**src/rtl/dds_pkg.sv**
```systemverilog
// dds_pkg: shared widths and sweep state encoding for the DDS sweep controller
package dds_pkg;
  localparam int PHASE_W_DEF = 32;
  localparam int DWELL_W_DEF = 16;
  typedef enum logic [1:0] {ST_IDLE, ST_SWEEP, ST_PAUSE, ST_DONE} state_e;
endpackage

```
**src/rtl/dds_dwell_timer.sv**
```systemverilog
// dds_dwell_timer: per-frequency dwell counter; a zero load value counts as one cycle
module dds_dwell_timer import dds_pkg::*; #(
  parameter int DWELL_W = DWELL_W_DEF
) (
  input  logic               clk,
  input  logic               rst_n,
  input  logic               clr_i,
  input  logic               load_i,
  input  logic               hold_i,
  input  logic [DWELL_W-1:0] load_val_i,
  output logic               expire_o
);
  logic [DWELL_W-1:0] cnt_q, cnt_d;
  always_comb begin
    cnt_d = clr_i ? '0 :
            load_i ? ((load_val_i == '0) ? DWELL_W'(1) : load_val_i) :
            (hold_i || cnt_q == '0) ? cnt_q : cnt_q - DWELL_W'(1);
  end
  always_ff @(posedge clk or negedge rst_n) begin
    if (!rst_n) cnt_q <= '0;
    else cnt_q <= cnt_d;
  end
  assign expire_o = (cnt_q == DWELL_W'(1));
endmodule

```
**src/rtl/dds_sweep_ctrl.sv**
```systemverilog
// dds_sweep_ctrl: stepped frequency sweep sequencer driving an external DDS core
module dds_sweep_ctrl import dds_pkg::*; #(
  parameter int PHASE_W = PHASE_W_DEF,
  parameter int DWELL_W = DWELL_W_DEF
) (
  input  logic               clk,
  input  logic               rst_n,
  input  logic               start_i,
  input  logic               abort_i,
  input  logic               pause_i,
  input  logic               continuous_i,
  input  logic [PHASE_W-1:0] start_word_i,
  input  logic [PHASE_W-1:0] stop_word_i,
  input  logic [PHASE_W-1:0] step_word_i,
  input  logic [DWELL_W-1:0] dwell_cycles_i,
  input  logic [PHASE_W-1:0] phase_cfg_i,
  output logic [PHASE_W-1:0] freq_word_o,
  output logic [PHASE_W-1:0] phase_shift_o,
  output logic               clk_en_o,
  output logic               busy_o,
  output logic               done_o
);
  state_e state_q, state_d;
  logic [PHASE_W-1:0] freq_q, freq_d, phase_q, phase_d, start_q, start_d, stop_q, stop_d, step_q, step_d;
  logic [DWELL_W-1:0] dwell_q, dwell_d;
  logic cont_q, cont_d, down_q, down_d;
  logic [PHASE_W:0] sum, diff;
  logic [PHASE_W-1:0] next_freq;
  logic last_pt, expire, ld, clr;
  assign sum  = {1'b0, freq_q} + {1'b0, step_q};
  assign diff = {1'b0, freq_q} - {1'b0, step_q};
  // the extra MSB catches wrap past either end of the word range
  assign next_freq = down_q ? ((diff[PHASE_W] || diff[PHASE_W-1:0] < stop_q) ? stop_q : diff[PHASE_W-1:0])
                            : ((sum[PHASE_W] || sum[PHASE_W-1:0] > stop_q) ? stop_q : sum[PHASE_W-1:0]);
  assign last_pt = (freq_q == stop_q) || (step_q == '0);
  always_comb begin
    state_d = state_q;
    freq_d  = freq_q;
    phase_d = phase_q;
    start_d = start_q;
    stop_d  = stop_q;
    step_d  = step_q;
    dwell_d = dwell_q;
    cont_d  = cont_q;
    down_d  = down_q;
    ld      = 1'b0;
    clr     = 1'b0;
    case (state_q)
      ST_IDLE: if (start_i && !abort_i) begin
        state_d = ST_SWEEP;
        freq_d  = start_word_i;
        phase_d = phase_cfg_i;
        start_d = start_word_i;
        stop_d  = stop_word_i;
        step_d  = step_word_i;
        dwell_d = dwell_cycles_i;
        cont_d  = continuous_i;
        down_d  = start_word_i > stop_word_i;
        ld      = 1'b1;
      end
      ST_SWEEP: if (pause_i) state_d = ST_PAUSE;
        else if (expire) begin
          ld      = !last_pt || cont_q;
          freq_d  = !last_pt ? next_freq : (cont_q ? start_q : freq_q);
          state_d = (last_pt && !cont_q) ? ST_DONE : ST_SWEEP;
        end
      ST_PAUSE: state_d = pause_i ? ST_PAUSE : ST_SWEEP;
      default:  state_d = ST_IDLE;
    endcase
    if (abort_i && state_q != ST_IDLE) begin
      state_d = ST_IDLE;
      freq_d  = '0;
      clr     = 1'b1;
    end
  end
  always_ff @(posedge clk or negedge rst_n) begin
    if (!rst_n) begin
      state_q <= ST_IDLE;
      freq_q  <= '0;
      phase_q <= '0;
      start_q <= '0;
      stop_q  <= '0;
      step_q  <= '0;
      dwell_q <= '0;
      cont_q  <= 1'b0;
      down_q  <= 1'b0;
    end else begin
      state_q <= state_d;
      freq_q  <= freq_d;
      phase_q <= phase_d;
      start_q <= start_d;
      stop_q  <= stop_d;
      step_q  <= step_d;
      dwell_q <= dwell_d;
      cont_q  <= cont_d;
      down_q  <= down_d;
    end
  end
  dds_dwell_timer #(.DWELL_W(DWELL_W)) u_timer (
    .clk        (clk),
    .rst_n      (rst_n),
    .clr_i      (clr),
    .load_i     (ld),
    .hold_i     (state_q != ST_SWEEP || pause_i),
    .load_val_i ((state_q == ST_IDLE) ? dwell_cycles_i : dwell_q),
    .expire_o   (expire)
  );
  assign freq_word_o   = freq_q;
  assign phase_shift_o = phase_q;
  assign clk_en_o      = (state_q == ST_SWEEP) || (state_q == ST_PAUSE);
  assign busy_o        = (state_q != ST_IDLE);
  assign done_o        = (state_q == ST_DONE);
endmodule

```
**config.mk**
```make
export PLATFORM = sky130hd
export DESIGN_NAME = dds_sweep_ctrl
export DESIGN_NICKNAME = d
export VERILOG_FILES = /design/src/rtl/dds_pkg.sv /design/src/rtl/dds_dwell_timer.sv /design/src/rtl/dds_sweep_ctrl.sv
export SDC_FILE = /design/constraint.sdc
export NUM_CORES = 1
export LEC_CHECK = 0
export BUFFER_PORTS_ARGS = -buffer_cell sky130_fd_sc_hd__buf_4
export CAP_MARGIN = 20
export CORE_UTILIZATION = 50
export CTS_CLUSTER_DIAMETER = 120
export DETAILED_ROUTE_END_ITERATION = 10
export GPL_TIMING_DRIVEN = 0
export PLACE_DENSITY = 0.73
export SLEW_MARGIN = 20
export SYNTH_ARGS = -nofsm -noshare
export SYNTH_HDL_FRONTEND = slang
export SYNTH_SLANG_ARGS = --single-unit
export TNS_END_PERCENT = 20
```
**constraint.sdc**
```tcl
create_clock -name clk -period 8.95 [get_ports clk]
set_input_delay 1.79 -clock clk [delete_from_list [all_inputs] [get_ports clk]]
set_output_delay 1.79 -clock clk [all_outputs]
set_load 0.01 [all_outputs]
```
==> After elaboration in Yosys (flattened, before gate mapping) <==
Index checks and enable logic that the tools add are counted.
Widths: inputs -> output; s select.
{ "op_classes": {"addsub": 3, "n_lt_le_gt_ge": 3, "eq_ne": 12, "n_mux": 27, "n_reduce_logical": 22} }
{ "ops": {"columns": ["op", "n"], "rows": [
  ["$mux 32", 9],
  ["$mux 16", 5],
  ["$gt 32x32->1", 2],
  ["$pmux 32 s2", 1],
  ["$add 32x32->33", 1],
  ["$sub 32x32->33", 1],
  ["$eq 32x32->1", 1],
  ["$logic_not 16->1", 2],
  ["$logic_not 32->1", 1],
  ["$lt 32x32->1", 1],
  ["$eq 16x1->1 const B", 1],
  ["$sub 16x1->16 const B", 1],
  ["$mux 2", 6],
  ["$ne 3x3->1 const B", 3],
  ["$ne 4x4->1 const B", 2],
  ["$logic_or 1x1->1", 7],
  ["$pmux 2 s3", 1],
  ["$reduce_and 5->1", 1],
  ["$eq 2x2->1 const B", 2],
  ["$mux 1", 4],
  ["$reduce_and 2->1", 2],
  ["$logic_and 1x1->1", 3],
  ["$logic_not 1->1", 3],
  ["$ne 3x1->1 const B", 1],
  ["other kinds (6)", 6]
]} }
{ "totals": {"ff_bits": 196, "in_bits": 150, "output_inout_bits": 67, "word_cells": 77} }

==> Depth between registers and ports, before layout <==
Gate-level depths: netlist of run 1.
{ "logic_depth": {"word_depth": 10, "mapped_depth": 24} }

==> Hierarchy <==
Synthesis of run 1 repeated with hierarchy kept, for this count alone.
{ "hier_totals": {"cells_unflattened": 1801, "hier_area_um2": 15854.0} }
{ "modules_own_cells": {"columns": ["mod", "n_inst", "cells_per_inst", "area_per_inst_um2"], "rows": [
  ["dds_sweep_ctrl", 1, 1675, 14717.9],
  ["dds_dwell_timer", 1, 126, 1136.1]
]} }

==> Least setup slack after synthesis of run 1 <==
OpenSTA, ideal clock, no wires.
{ "synth_timing": {"path_kind": "reg2reg", "startpoint": "register freq_q[5] (netlist: freq_word_o[5])", "endpoint": "register freq_q[10] (netlist: freq_word_o[10])", "setup_time_ns": 0.095, "t_arrival_ns": 5.489, "t_required_ns": 8.855, "slack_ns": 3.365, "path_stages_with_launch": 23, "n_path_buf": 2, "cell_sequence": "dfrtp_1 ha_1 buf_2 or4_1 a31o_2 a2111oi_1 o2111ai_1 nand2_1 a311oi_2 mux2i_1 or3_1 ha_1 nand4_1 nor2_1 a211oi_1 o211ai_1 or3_1 a211oi_1 nand3_1 nand2_1 clkbuf_1 nor2_1 o31ai_1"} }
{ "synth_between": {"elab_chain_cells": 10, "elab_cells_between_ends": 18, "cone_classes": "add/sub: 2; order compare: 2; eq/ne: 2; mux: 8; reduce/logical: 4"} }
{ "synth_rtl": {"columns": ["item", "line_no", "rtl"], "rows": [
  ["start, declared", "dds_sweep_ctrl.sv:24", "logic [PHASE_W-1:0] freq_q, freq_d, phase_q, phase_d, start_q, start_d, stop_q, stop_d, step_q, step_d;"],
  ["start signal, assigned", "dds_sweep_ctrl.sv:89", "freq_q <= freq_d;"],
  ["$add 32x32->33 / $sub 32x32->33 (equally long branches)", "dds_sweep_ctrl.sv:30, dds_sweep_ctrl.sv:31", null],
  ["$gt 32x32->1 / $lt 32x32->1 (equally long branches)", "dds_sweep_ctrl.sv:34, dds_sweep_ctrl.sv:33", null],
  ["$logic_or 1x1->1 (on tied branches)", "dds_sweep_ctrl.sv:34, dds_sweep_ctrl.sv:33", null],
  ["$mux 32 (on tied branches)", "dds_sweep_ctrl.sv:34, dds_sweep_ctrl.sv:33", null],
  ["$mux 32", "dds_sweep_ctrl.sv:33", "assign next_freq = down_q ? ((diff[PHASE_W] || diff[PHASE_W-1:0] < stop_q) ? stop_q : diff[PHASE_W-1:0])"],
  ["$mux 32", "dds_sweep_ctrl.sv:64", "freq_d = !last_pt ? next_freq : (cont_q ? start_q : freq_q);"],
  ["$mux 32", "dds_sweep_ctrl.sv:62", "else if (expire) begin"],
  ["$mux 32", "dds_sweep_ctrl.sv:61", "ST_SWEEP: if (pause_i) state_d = ST_PAUSE;"],
  ["$pmux 32 s2", "dds_sweep_ctrl.sv:48", "case (state_q)"],
  ["$mux 32", "dds_sweep_ctrl.sv:70", "if (abort_i && state_q != ST_IDLE) begin"]
]} }
Parallel ways exist; a longest one is shown, timed or not. The select of a mux whose other input is x is not followed.
A chain may end at the register's enable or synchronous reset.

==> Worst setup path after layout of run 1 <==
{ "layout_timing": {"startpoint": "register freq_q[16] (netlist: freq_word_o[16])", "endpoint": "register freq_q[6] (netlist: freq_word_o[6])"} }
Same word-level chain as after synthesis.

==> results.md, run 1 <==
* Run status: finished clean
* Worst hold slack at ~0.49 ns
* Non-filler cells, final at 2,278
* DRT antenna net count at 0
* Clock sinks at 196
* Synth top area cells: dfrtp_1, ha_1, mux2_2, inv_1, o21ai_0
* Type of origin of the critical path: flip-flop
* Core area at approximately 30,000 um^2
* Initial antenna violation count at 0
* # fillers at ~2,600
* Required time worst endpoint at between 9 and 10 ns
* Post-synthesis instance total at 1,638
* Area Overhead vs Synth at 18.4%
* DR vias at 13,766
* Post-Route WL at 49.3 mm
* Syn Nets at 1,955
* DP Wirelength at about 40 mm
* CP Launch Point: freq_word_o[16]$_DFFE_PN0P_
* EDFF count, synth at 0
* Hold Crit Start: start_q[29]$_DFFE_PN0P_
* Setup violations, final at 0
* Final Max Slew Viols at 0
* Rows at 63
* Mean Syn Cell Area at 9.17 um^2
* Ys flop type: dfrtp_1
* TNS Setup at 0 ns
* Hold WC Path Type: reg -> reg
* Clk_lat worst skew at 0.47 ns
* Critical path class: reg -> reg
* Synthesis-stage register bit count at 196
* Post-Syn Area at around 15,000 um^2
* Yosys warns at 0
* DR pass1 iterations at 10
* Vias in the first global route at 13,619
* DR vias/cell at between 6 and 7
* Commonest non-fill, non-tap cells in the layout: buf_4, dfrtp_1, ha_1
* Worst VDD drop at 0.218 mV
* Post-CTS Setup Inserts at 0
* CTS tree: yes
* Synth unique cells at 77
* FFs w/ async S/R, synth at 100%
* PwrDens at 463 nW/um^2
* I/O Pins at about 220
* DRT iter0 DRCs at 1,311
* Fmax at 130 MHz
* Synth area leader: dfrtp_1
* Max_slew headroom at 24.8%
* Initial Util at 50.8%
* Fin nets at 2,192
* Post-synth top area share at approximately 33%
* Most common cell after layout, fill and taps aside: buf_4
* Antenna cell count at 0
* Final Critical Period at about 7.7 ns
* Worst Setup End Kind: flip-flop
* DRC at 0
* Layout cell share with drive strength beyond 1 at 20.8%
* Worst slew pin tran at roughly 1.1 ns
* Final worst-path cycle share at 85.8%
* Clock slew at reported path FFs at 0.08 ns
* Hold_buf cts at 0
* Total track usage at 32.4%
* RSZ-0062 raised after global routing: false
* R2r setup slk at between 1 and 1.5 ns
* Die area at 30,700 um^2
* TritonCTS buffer count at 17
* Fin. Hold Viols at 0
* Global route total overflow at 0
* Placed Cells at 2,246
* H-tree depth at 4
* Final GP Congestion at approximately 0.95
* Root Driver: clkbuf_16
* Sequential area share after synthesis at 32.7%
* Post-route cell area at ~18,000 um^2
* Wirelength per Cell at 21.6 um
* Max Cap Violations at 0
* Die H at 175 um
* Clock Skew at just under 0.03 ns
* First-pass GRT wire length at approximately 76 mm
* # port buffers at 216
* Leak at 8.46 nW
* R2r startpoint: freq_word_o[16]$_DFFE_PN0P_
* Area after DPL at about 17,000 um^2
* Crit path max fanout at 10
* Cts repair resizes at 0
* Die Wd at roughly 180 um
* CP arrival at roughly 8 ns
* Clk buf depth at 2
* Largest net degree at the start of global routing at 75
## registers in the layout (all words and copies together), names as in the netlist
| register | flops |
|---|---|
| down_q | 1 |
| phase_shift_o | 32 |
| start_q | 32 |
| stop_q | 32 |
| freq_word_o | 32 |
| cont_q | 1 |
| step_q | 32 |
| u_timer.cnt_q | 16 |
| dwell_q | 16 |
| state_q | 2 |
## cells in the mapped netlist, types with 4 or more instances
cell         n
xor2_1      55
and3_1       4
a211oi_1    26
buf_2       10
a31oi_1      6
o211ai_1     9
nor3_1      20
nor2b_1     16
a21o_1      17
a31o_2       4
nor2_1     118
a21boi_0     6
o21a_1      11
and4_1       4
nand4_1     28
a22oi_1     12
o22ai_1     28
buf_1        5
o21ai_0     97
a22o_1       4
and2_1       4
nand3_1     24
ha_1       165
or2_2        4
mux2_2     106
nor4_1      34
clkbuf_1    60
o21bai_1    13
a2111oi_0    4
o31a_1       5
nand2_1     97
a221oi_1     6
xnor2_1     47
or4_1        8
inv_1      136
dfrtp_1    196
or3_1       12
a222oi_1    16
o31ai_1     31
nand2b_1    10
o41ai_1      4
o221ai_1    11
a21oi_1     91
mux2i_1     23
## layer usage
layer,global-route usage [%],part of all wire [%]
met5,0,0
met4,14.1,4.0
met3,5.67,8.1
met2,51.1,46
met1,43.5,42
## path summary, 6_finish.rpt
kind                       depth (start not counted)                            to
min                                                2       start_q[29]$_DFFE_PN0P_
max                                               23    freq_word_o[6]$_DFFE_PN0P_
min in group asynchronous                          1  u_timer.cnt_q[2]$_DFFE_PN0P_
max in group asynchronous                          2        step_q[16]$_DFFE_PN0P_
min reg2reg                                        2       start_q[29]$_DFFE_PN0P_
max reg2reg                                       23    freq_word_o[6]$_DFFE_PN0P_
## kinds of logic (layout without fill, tap and decap cells)
group / after synthesis / count (layout) / share of synthesized area [%]
compound gates: 429 / 429 / 19.1
xor+xnor: 102 / 102 / 5.95
mux: 129 / 129 / 9.48
simple gates: 400 / 400 / 13.3
fa+ha+maj: 167 / 167 / 14.0
buf+inv: 215 / 465 / 5.51
flops: 196 / 196 / 32.7
## cell type report
| class | instances | area (um^2) | area share [%] |
|---|---|---|---|
| tap | 390 | 488 | 2.74 |
| sequential | 196 | 4900 | 27.6 |
| timing repair buffer | 218 | 1680 | 9.47 |
| inverter | 139 | 522 | 2.93 |
| clock buffer | 17 | 425 | 2.39 |
| buffer | 76 | 305 | 1.72 |
| multi-input combinational | 1227 | 9290 | 52.2 |
| clock inverter | 15 | 173 | 0.971 |
## report_power, final
part	total (mW)	internal [mW]	switching [mW]
Sequential	1.86	1.32	0.538
Combinational	5.59	2.25	3.34
Clock	0.789	0.381	0.408
## through the flow
stage	utilization (%)	power, mW	setup slack (ns)
2_1_floorplan	-	5.55	3.37
3_3_place_gp	57.9	7.18	1.45
3_5_place_dp	58.2	7.31	1.43
4_1_cts	60.2	8.14	1.41
5_1_grt	60.2	8.92	0.764
6_report	60.2	8.24	1.28
## worst max-delay path, cell delays in order (launching register included)
cell and delay, ns:
dfrtp_1 0.50, ha_1 0.33, clkbuf_1 0.35, inv_1 0.22, a21oi_1 0.27, o21ba_2 0.16, nor2_1 0.05, o41ai_1 0.58
nand2_1 0.23, a311oi_2 0.60, mux2i_1 0.19, or3_1 0.43, ha_1 0.31, nand4_1 0.15, nor2_1 0.07, a211oi_1 0.27
o211ai_1 0.13, or3_1 0.32, a211oi_1 0.41, nand3_1 0.55, nand2_1 0.57, clkbuf_1 0.51, o22ai_1 0.19, o21ai_0 0.21
Power figures use the tool's default switching activity.
==> inputs of run 2 (changes only) <==
--- a/config.mk
+++ b/config.mk
@@ -11,7 +11,8 @@
 export CTS_CLUSTER_DIAMETER = 120
 export DETAILED_ROUTE_END_ITERATION = 10
 export GPL_TIMING_DRIVEN = 0
-export PLACE_DENSITY = 0.73
+export PLACE_DENSITY = 0.71
+export SKIP_LAST_GASP = 1
 export SLEW_MARGIN = 20
 export SYNTH_ARGS = -nofsm -noshare
 export SYNTH_HDL_FRONTEND = slang
==> run 2 against run 1 <==
Final area about the same; clock power up 0.9%; global-route usage up 0.49 points; highest routed layer unchanged; largest power group unchanged; core utilization about the same; maximum frequency up 0.61%; via count down 0.17%; largest cell class unchanged; sequential share of layout area about the same; sequential cell count unchanged; count of clock-buffer cells in the layout up 1.
==> results.md, run 2 (synthesis gave the netlist of run 1 again) <==
* Run status: finished clean
* Post-CTS Setup Inserts at 0 (unchanged)
* Vias in the first global route at 13,546 (-0.54%)
* Post-Route WL at 49.5 mm (+0.45%)
* Wirelength per Cell at 21.7 um (+0.45%)
* Commonest non-fill, non-tap cells in the layout: buf_4, dfrtp_1, ha_1
* DRC at 0 (unchanged)
* Hold_buf cts at 0 (unchanged)
* DRT iter0 DRCs at 1,338 (+2.1%)
* Fin. Hold Viols at 0 (unchanged)
* Clk_lat worst skew at 0.47 ns (about the same)
* Antenna cell count at 0 (unchanged)
* Crit path max fanout at 10 (unchanged)
* I/O Pins at 217 (unchanged)
* H-tree depth at 4 (unchanged)
* Max Cap Violations at 0 (unchanged)
* CP arrival at 8.00 ns (-0.05 ns)
* # port buffers at 216 (unchanged)
* Type of origin of the critical path: flip-flop
* Initial antenna violation count at 0 (unchanged)
* Initial Util at 50.8% (unchanged)
* Clk buf depth at 2 (unchanged)
* CTS tree: yes
* Root Driver: clkbuf_16
* Area Overhead vs Synth at 18.4% (about the same)
* Required time worst endpoint at 9.32 ns (about the same)
* R2r setup slk at 1.32 ns (+0.05 ns)
* DR vias/cell at 6.03 (-0.17%)
* Dpl ws at 1.48 ns (+0.0494 ns)
* Int Pwr at 3.97 mW (+0.51%)
* Part of the power in registers at 22.4% (-0.2 points)
* Final Critical Period at 7.63 ns (-0.0466 ns)
* Final Max Slew Viols at 0 (unchanged)
* Die Wd at 175 um (unchanged)
* Combinational share of power at 68.0% (about the same)
* First-pass GRT wire length at 76.8 mm (+1.1%)
* Clock Skew at 0.0298 ns (+0.00000370 ns)
* Layout cell share with drive strength beyond 1 at 20.7% (-0.053 points)
* Setup violations, final at 0 (unchanged)
* Fin nets at 2,192 (unchanged)
* DR vias at 13,742 (-0.17%)
* PnR worst setup slack at 1.32 ns (+0.0466 ns)
* Largest net degree at the start of global routing at 86 (+15%)
* Die H at 175 um (unchanged)
* Rows at 63 (unchanged)
* Clock slew at reported path FFs at 0.08 ns (about the same)
* TritonCTS buffer count at 17 (unchanged)
* DR pass1 iterations at 6 (-4)
* Power share of the clock group at 9.6% (about the same)
* Die area at 30,700 um^2 (unchanged)
* Global route total overflow at 0 (unchanged)
* Cts repair resizes at 0 (unchanged)
* Worst slew pin tran at 1.01 ns (-0.107 ns)
* Final worst-path cycle share at 85.2% (-0.52 points)
* Worst Setup End Kind: flip-flop
* TNS Setup at 0 ns (unchanged)
* Fmax at 131 MHz (+0.61%)
* Max_slew headroom at 32.1% (+7.2 points)
* Tot Pwr at 8.26 mW (+0.26%)
* Core area at 29,600 um^2 (unchanged)
* Sw Ratio at 52.0% (-0.12 points)
* Final GP Congestion at 0.944 (-0.21%)
* Most common cell after layout, fill and taps aside: buf_4
* Worst hold slack at 0.494 ns (-0.000199 ns)
* Hold WC Path Type: reg -> reg
* DRT antenna net count at 0 (unchanged)
* Psw at 4.29 mW (about the same)
* RSZ-0062 raised after global routing: false
* # fillers at 2,641 (+1.2%)
* Total track usage at 32.9% (+0.49 points)
* Clock sinks at 196 (unchanged)
* Worst VDD drop at 0.226 mV (+3.9%)
* DP Wirelength at 39.9 mm (-0.15%)
* Critical path class: reg -> reg
* Leak at 8.46 nW (about the same)
* PwrDens at 465 nW/um^2 (+0.32%)
==> run 2: cell count changes in the layout (fill, tap and decap cells not counted) <==
cell	change
clkbuf_1	+1
clkinvlp_4	-1
bufinv_16	+1
inv_12	-2
inv_8	-2
inv_6	+2
clkinv_4	-1
clkinv_2	+2
==> run 2: critical path, cell delays in order, from the launching register on <==
cell	delay (ns)
dfrtp_1	0.49
ha_1	0.32
clkbuf_1	0.34
inv_1	0.23
a21oi_1	0.31
o21ba_2	0.17
nor2_1	0.05
o41ai_1	0.46
nand2_1	0.22
a311oi_2	0.64
mux2i_1	0.22
or3_1	0.44
ha_1	0.31
nand4_1	0.15
nor2_1	0.07
a211oi_1	0.28
o211ai_1	0.13
or3_1	0.32
a211oi_1	0.39
nand3_1	0.54
nand2_1	0.58
clkbuf_1	0.51
o22ai_1	0.21
o21ai_0	0.18
==> run 2: worst paths after layout <==
| check | from | endpoint | depth (start not counted) |
|---|---|---|---|
| max | freq_word_o[16]$_DFFE_PN0P_ | freq_word_o[17]$_DFFE_PN0P_ | 23 |
| min | start_q[28]$_DFFE_PN0P_ | start_q[28]$_DFFE_PN0P_ | 2 |
| max reg2reg | freq_word_o[16]$_DFFE_PN0P_ | freq_word_o[17]$_DFFE_PN0P_ | 23 |
| min reg2reg | start_q[28]$_DFFE_PN0P_ | start_q[28]$_DFFE_PN0P_ | 2 |
| max in group asynchronous | rst_n | freq_word_o[9]$_DFFE_PN0P_ | 3 |
| min in group asynchronous | rst_n | step_q[18]$_DFFE_PN0P_ | 1 |
==> run 2: layout make-up <==
cell class	count	area [um^2]	area share, %
multi-input cells	1227	9290	52.2
flip-flops and latches	196	4900	27.6
repair buffers	218	1680	9.47
inverters	139	522	2.93
well taps	390	488	2.74
clock buffers	18	429	2.41
plain buffers	76	305	1.72
clock inverters	14	159	0.894
==> run 2: through the flow <==
stage | std cells | instance area (um^2) | util, %
6_report | 2278 | 17800 | 60.1
3_3_place_gp | 2244 | 17100 | 57.9
5_1_grt | 2278 | 17800 | 60.1
3_5_place_dp | 2246 | 17200 | 58.2
4_1_cts | 2278 | 17800 | 60.1
2_1_floorplan | 1638 | 15000 | -
==> run 2: power by group through the flow <==
stage	clock (mW)	sequential [mW]	combinational (mW)
6_report	0.796	1.85	5.61
5_1_grt	0.842	1.90	6.23
4_1_cts	0.806	1.83	5.52
3_5_place_dp	0	1.84	5.48
3_3_place_gp	0	1.83	5.39
2_1_floorplan	0	1.71	3.84
==> run 2: routing by layer <==
| metal | GRT usage (%) | up-vias | wire (um) |
|---|---|---|---|
| li1 | - | 6466 | - |
| met1 | 44.0 | 6593 | 21300 |
| met2 | 52.0 | 590 | 22500 |
| met3 | 6.80 | 93 | 4020 |
| met4 | 13.0 | 0 | 1780 |
| met5 | 0 | - | 0 |
==> inputs of run 3 (changes only) <==
--- a/config.mk
+++ b/config.mk
@@ -5,13 +5,15 @@
 export SDC_FILE = /design/constraint.sdc
 export NUM_CORES = 1
 export LEC_CHECK = 0
+export ABC_AREA = 1
 export BUFFER_PORTS_ARGS = -buffer_cell sky130_fd_sc_hd__buf_4
 export CAP_MARGIN = 20
 export CORE_UTILIZATION = 50
+export CTS_BUF_LIST = sky130_fd_sc_hd__clkbuf_16
 export CTS_CLUSTER_DIAMETER = 120
 export DETAILED_ROUTE_END_ITERATION = 10
 export GPL_TIMING_DRIVEN = 0
-export PLACE_DENSITY = 0.71
+export PLACE_DENSITY = 0.7
 export SKIP_LAST_GASP = 1
 export SLEW_MARGIN = 20
 export SYNTH_ARGS = -nofsm -noshare
==> run 3 against run 2 <==
Register-to-register slack improved by 2.8 ns; count of clock-buffer cells in the layout decreased by 1; worst hold slack got worse by 0.0058 ns; maximum frequency increased by 58%; clock skew decreased by 0.015 ns; core utilization decreased by 1.2 points; via count increased by 36%; area after synthesis increased by 20%; die area increased by 20%; cell count increased by 52%; sequential cell count unchanged; wire length increased by 32%.
==> results.md, run 3 <==
* Yosys warns at 0 (unchanged)
* Initial antenna violation count at 0 (unchanged)
* Clk buf depth at 2 (unchanged)
* Final Max Slew Viols at 0 (unchanged)
* Reg2Reg Depth at 23 (unchanged)
* EDFF count, synth at 0 (unchanged)
* Area after DPL at 20,300 um^2 (+18%)
* Post-synth top area share at 27.1% (-5.5 points)
* Area Overhead vs Synth at 16.0%
* DRT antenna net count at 0 (unchanged)
* Hold Crit Start: dwell_q[12]$_DFFE_PN0P_
* Cts repair resizes at 0 (unchanged)
* Root Driver: clkbuf_16
* Commonest cells in the netlist: nand2_1, inv_1, nand3_1, nor2_1, dfrtp_1
* Hold depth at 2 (unchanged)
* R2r setup slk at 4.13 ns (+2.80 ns)
* Required time worst endpoint at 9.35 ns (+0.03 ns)
* Synth top area cells: dfrtp_1, nand2_1, ha_1, inv_1, nand3_1
* Synth unique cells at 47 (-39%)
* TritonCTS buffer count at 17 (unchanged)
* RSZ-0062 raised after global routing: false
* Synth area leader: dfrtp_1
* Post-route cell area at 21,000 um^2 (+18%)
* CP Launch Point: freq_word_o[20]$_DFFE_PN0P_
* Sequential area share after synthesis at 27.1% (-5.5 points)
* Commonest non-fill, non-tap cells in the layout: nand2_1, inv_1, nand3_1
* DRC at 0 (unchanged)
* Clock Skew at 0.0151 ns (-0.0147 ns)
* # fillers at 3,468 (+31%)
* Max_slew headroom at 31.0% (-1.0 points)
* DR vias/cell at 5.38 (-11%)
* Most frequent cell after synthesis: nand2_1
* CTS tree: yes
* Fin nets at 3,313 (+51%)
* Ys flop type: dfrtp_1
* Post-synthesis instance total at 2,759 (+68%)
* Setup violations, final at 0 (unchanged)
* Run status: finished clean
* Die H at 192 um (+9.6%)
* Clk_lat worst skew at 0.47 ns (about the same)
* RR Endpoint: freq_word_o[31]$_DFFE_PN0P_
* Core area at 35,600 um^2 (+20%)
* DP Wirelength at 54.7 mm (+37%)
* Synthesis-stage register bit count at 196 (unchanged)
* Worst Setup End Kind: flip-flop
* Wirelength per Cell at 18.8 um (-13%)
* First-pass GRT wire length at 99.7 mm (+30%)
* Fin. Hold Viols at 0 (unchanged)
* Crit path max fanout at 10 (unchanged)
* Hold path endpoint: dwell_q[12]$_DFFE_PN0P_
* Hold WC Path Type: reg -> reg
* Post-Syn Area at 18,100 um^2 (+20%)
* # port buffers at 216 (unchanged)
* Post-CTS Setup Inserts at 0 (unchanged)
* Worst slew pin tran at 1.03 ns (+0.0282 ns)
* TNS Setup at 0 ns (unchanged)
* Clock sinks at 196 (unchanged)
* R2r startpoint: freq_word_o[20]$_DFFE_PN0P_
* Global route total overflow at 0 (unchanged)
* Core Util, Final at 58.9% (-1.2 points)
* DR vias at 18,671 (+36%)
* H-tree depth at 4 (unchanged)
* Largest net degree at the start of global routing at 96 (+12%)
* FFs w/ async S/R, synth at 100% (unchanged)
* Rows at 69 (+9.5%)
* Clock slew at reported path FFs at 0.08 ns (about the same)
* Final worst-path cycle share at 53.9% (-31 points)
* Die Wd at 192 um (+9.6%)
* CP arrival at 5.23 ns (-2.77 ns)
* Final GP Congestion at 1.07 (+13%)
* Vias in the first global route at 18,260 (+35%)
* Mean Syn Cell Area at 6.55 um^2 (-29%)
* Critical path class: reg -> reg
* Type of origin of the critical path: flip-flop
* Antenna cell count at 0 (unchanged)
* Most common cell after layout, fill and taps aside: nand2_1
* Post-Route WL at 65.3 mm (+32%)
* Fmax at 207 MHz (+58%)
* Die area at 36,900 um^2 (+20%)
* DR pass1 iterations at 6 (unchanged)
* Initial Util at 50.8% (about the same)
* Max Cap Violations at 0 (unchanged)
* Layout cell share with drive strength beyond 1 at 14.8% (-5.9 points)
* Final Critical Period at 4.82 ns (-2.80 ns)
* Syn Nets at 3,076 (+57%)
* DRT iter0 DRCs at 1,503 (+12%)
* Hold_buf cts at 0 (unchanged)
* I/O Pins at 217 (unchanged)
* Total track usage at 36.1% (+3.3 points)
[run 3: cell types whose count changed after synthesis, sizes merged, moves of 48 or more]
cell,previous run,this run
nand2,99,916
inv,136,406
nand3,24,246
nor2,118,213
a21oi,91,146
buf,16,64
[run 3: per-stage QoR]
stage          setup slack [ns]  hold WS (ns)  instances
2_1_floorplan              5.49         0.448       2759
3_3_place_gp               4.27         0.461       3436
3_5_place_dp               4.24         0.470       3438
4_1_cts                    4.20         0.489       3470
5_1_grt                    3.85         0.516       3470
6_report                   4.13         0.488       3470
[run 3: kinds of logic (layout without fill, tap and decap cells)]
family | Yosys count | after routing | share of synthesized area [%]
buf+inv | 517 | 767 | 11.7
xor+xnor | 61 | 61 | 2.96
compound gates | 268 | 268 | 7.84
simple gates | 1484 | 1484 | 34.6
flops | 196 | 196 | 27.1
mux | 66 | 66 | 4.11
fa+ha+maj | 167 | 167 | 11.6
[run 3: final cells by class]
cell class | instances | area, um^2 | share of cell area [%]
Multi-Input combinational cell | 2046 | 11100 | 52.7
Timing Repair Buffer | 218 | 1680 | 8.03
Tap cell | 461 | 577 | 2.75
Inverter | 408 | 1530 | 7.30
Clock inverter | 15 | 204 | 0.973
Clock buffer | 17 | 425 | 2.03
Sequential cell | 196 | 4900 | 23.4
Buffer | 109 | 586 | 2.79
[run 3: critical path, stage by stage (launching register included)]
cell	delay, ns
dfrtp_1	0.52
ha_1	0.35
buf_4	0.18
nor2_2	0.19
nand2_1	0.14
nor3_1	0.60
and2_1	0.23
nand2_1	0.08
nand3_1	0.11
nand2_1	0.11
ha_1	0.32
nand2_1	0.05
nor2_1	0.15
nand2_1	0.14
nor2_1	0.22
nand4_1	0.12
nand2_1	0.23
clkbuf_1	0.42
nand3_1	0.19
nand3_1	0.11
nand3_1	0.10
nand2_1	0.08
nand2_1	0.06
nand2_1	0.06
[run 3: worst max path at each step]
stage	end	slack, ns	cells after the start
final	freq_word_o[31]$_DFFE_PN0P_	4.13	23
after global routing	freq_word_o[21]$_DFFE_PN0P_	3.85	23
after CTS	freq_word_o[31]$_DFFE_PN0P_	4.20	23
after detailed placement	step_q[26]$_DFFE_PN0P_	4.24	6
after global placement	stop_q[0]$_DFFE_PN0P_	4.27	6
after floorplan	freq_word_o[12]$_DFFE_PN0P_	5.49	28
[run 3: layer usage]
layer	up-vias	share of wire [%]	track usage [%]
met4	0	5.1	18.9
met2	665	46	60.1
met3	147	6.4	5.08
li1	9186	-	-
met1	8673	42	45.2
met5	-	0	0
Power of run 3 is not shown: default switching activity piles up to over one toggle a cycle in this logic, so the estimate is an artifact.
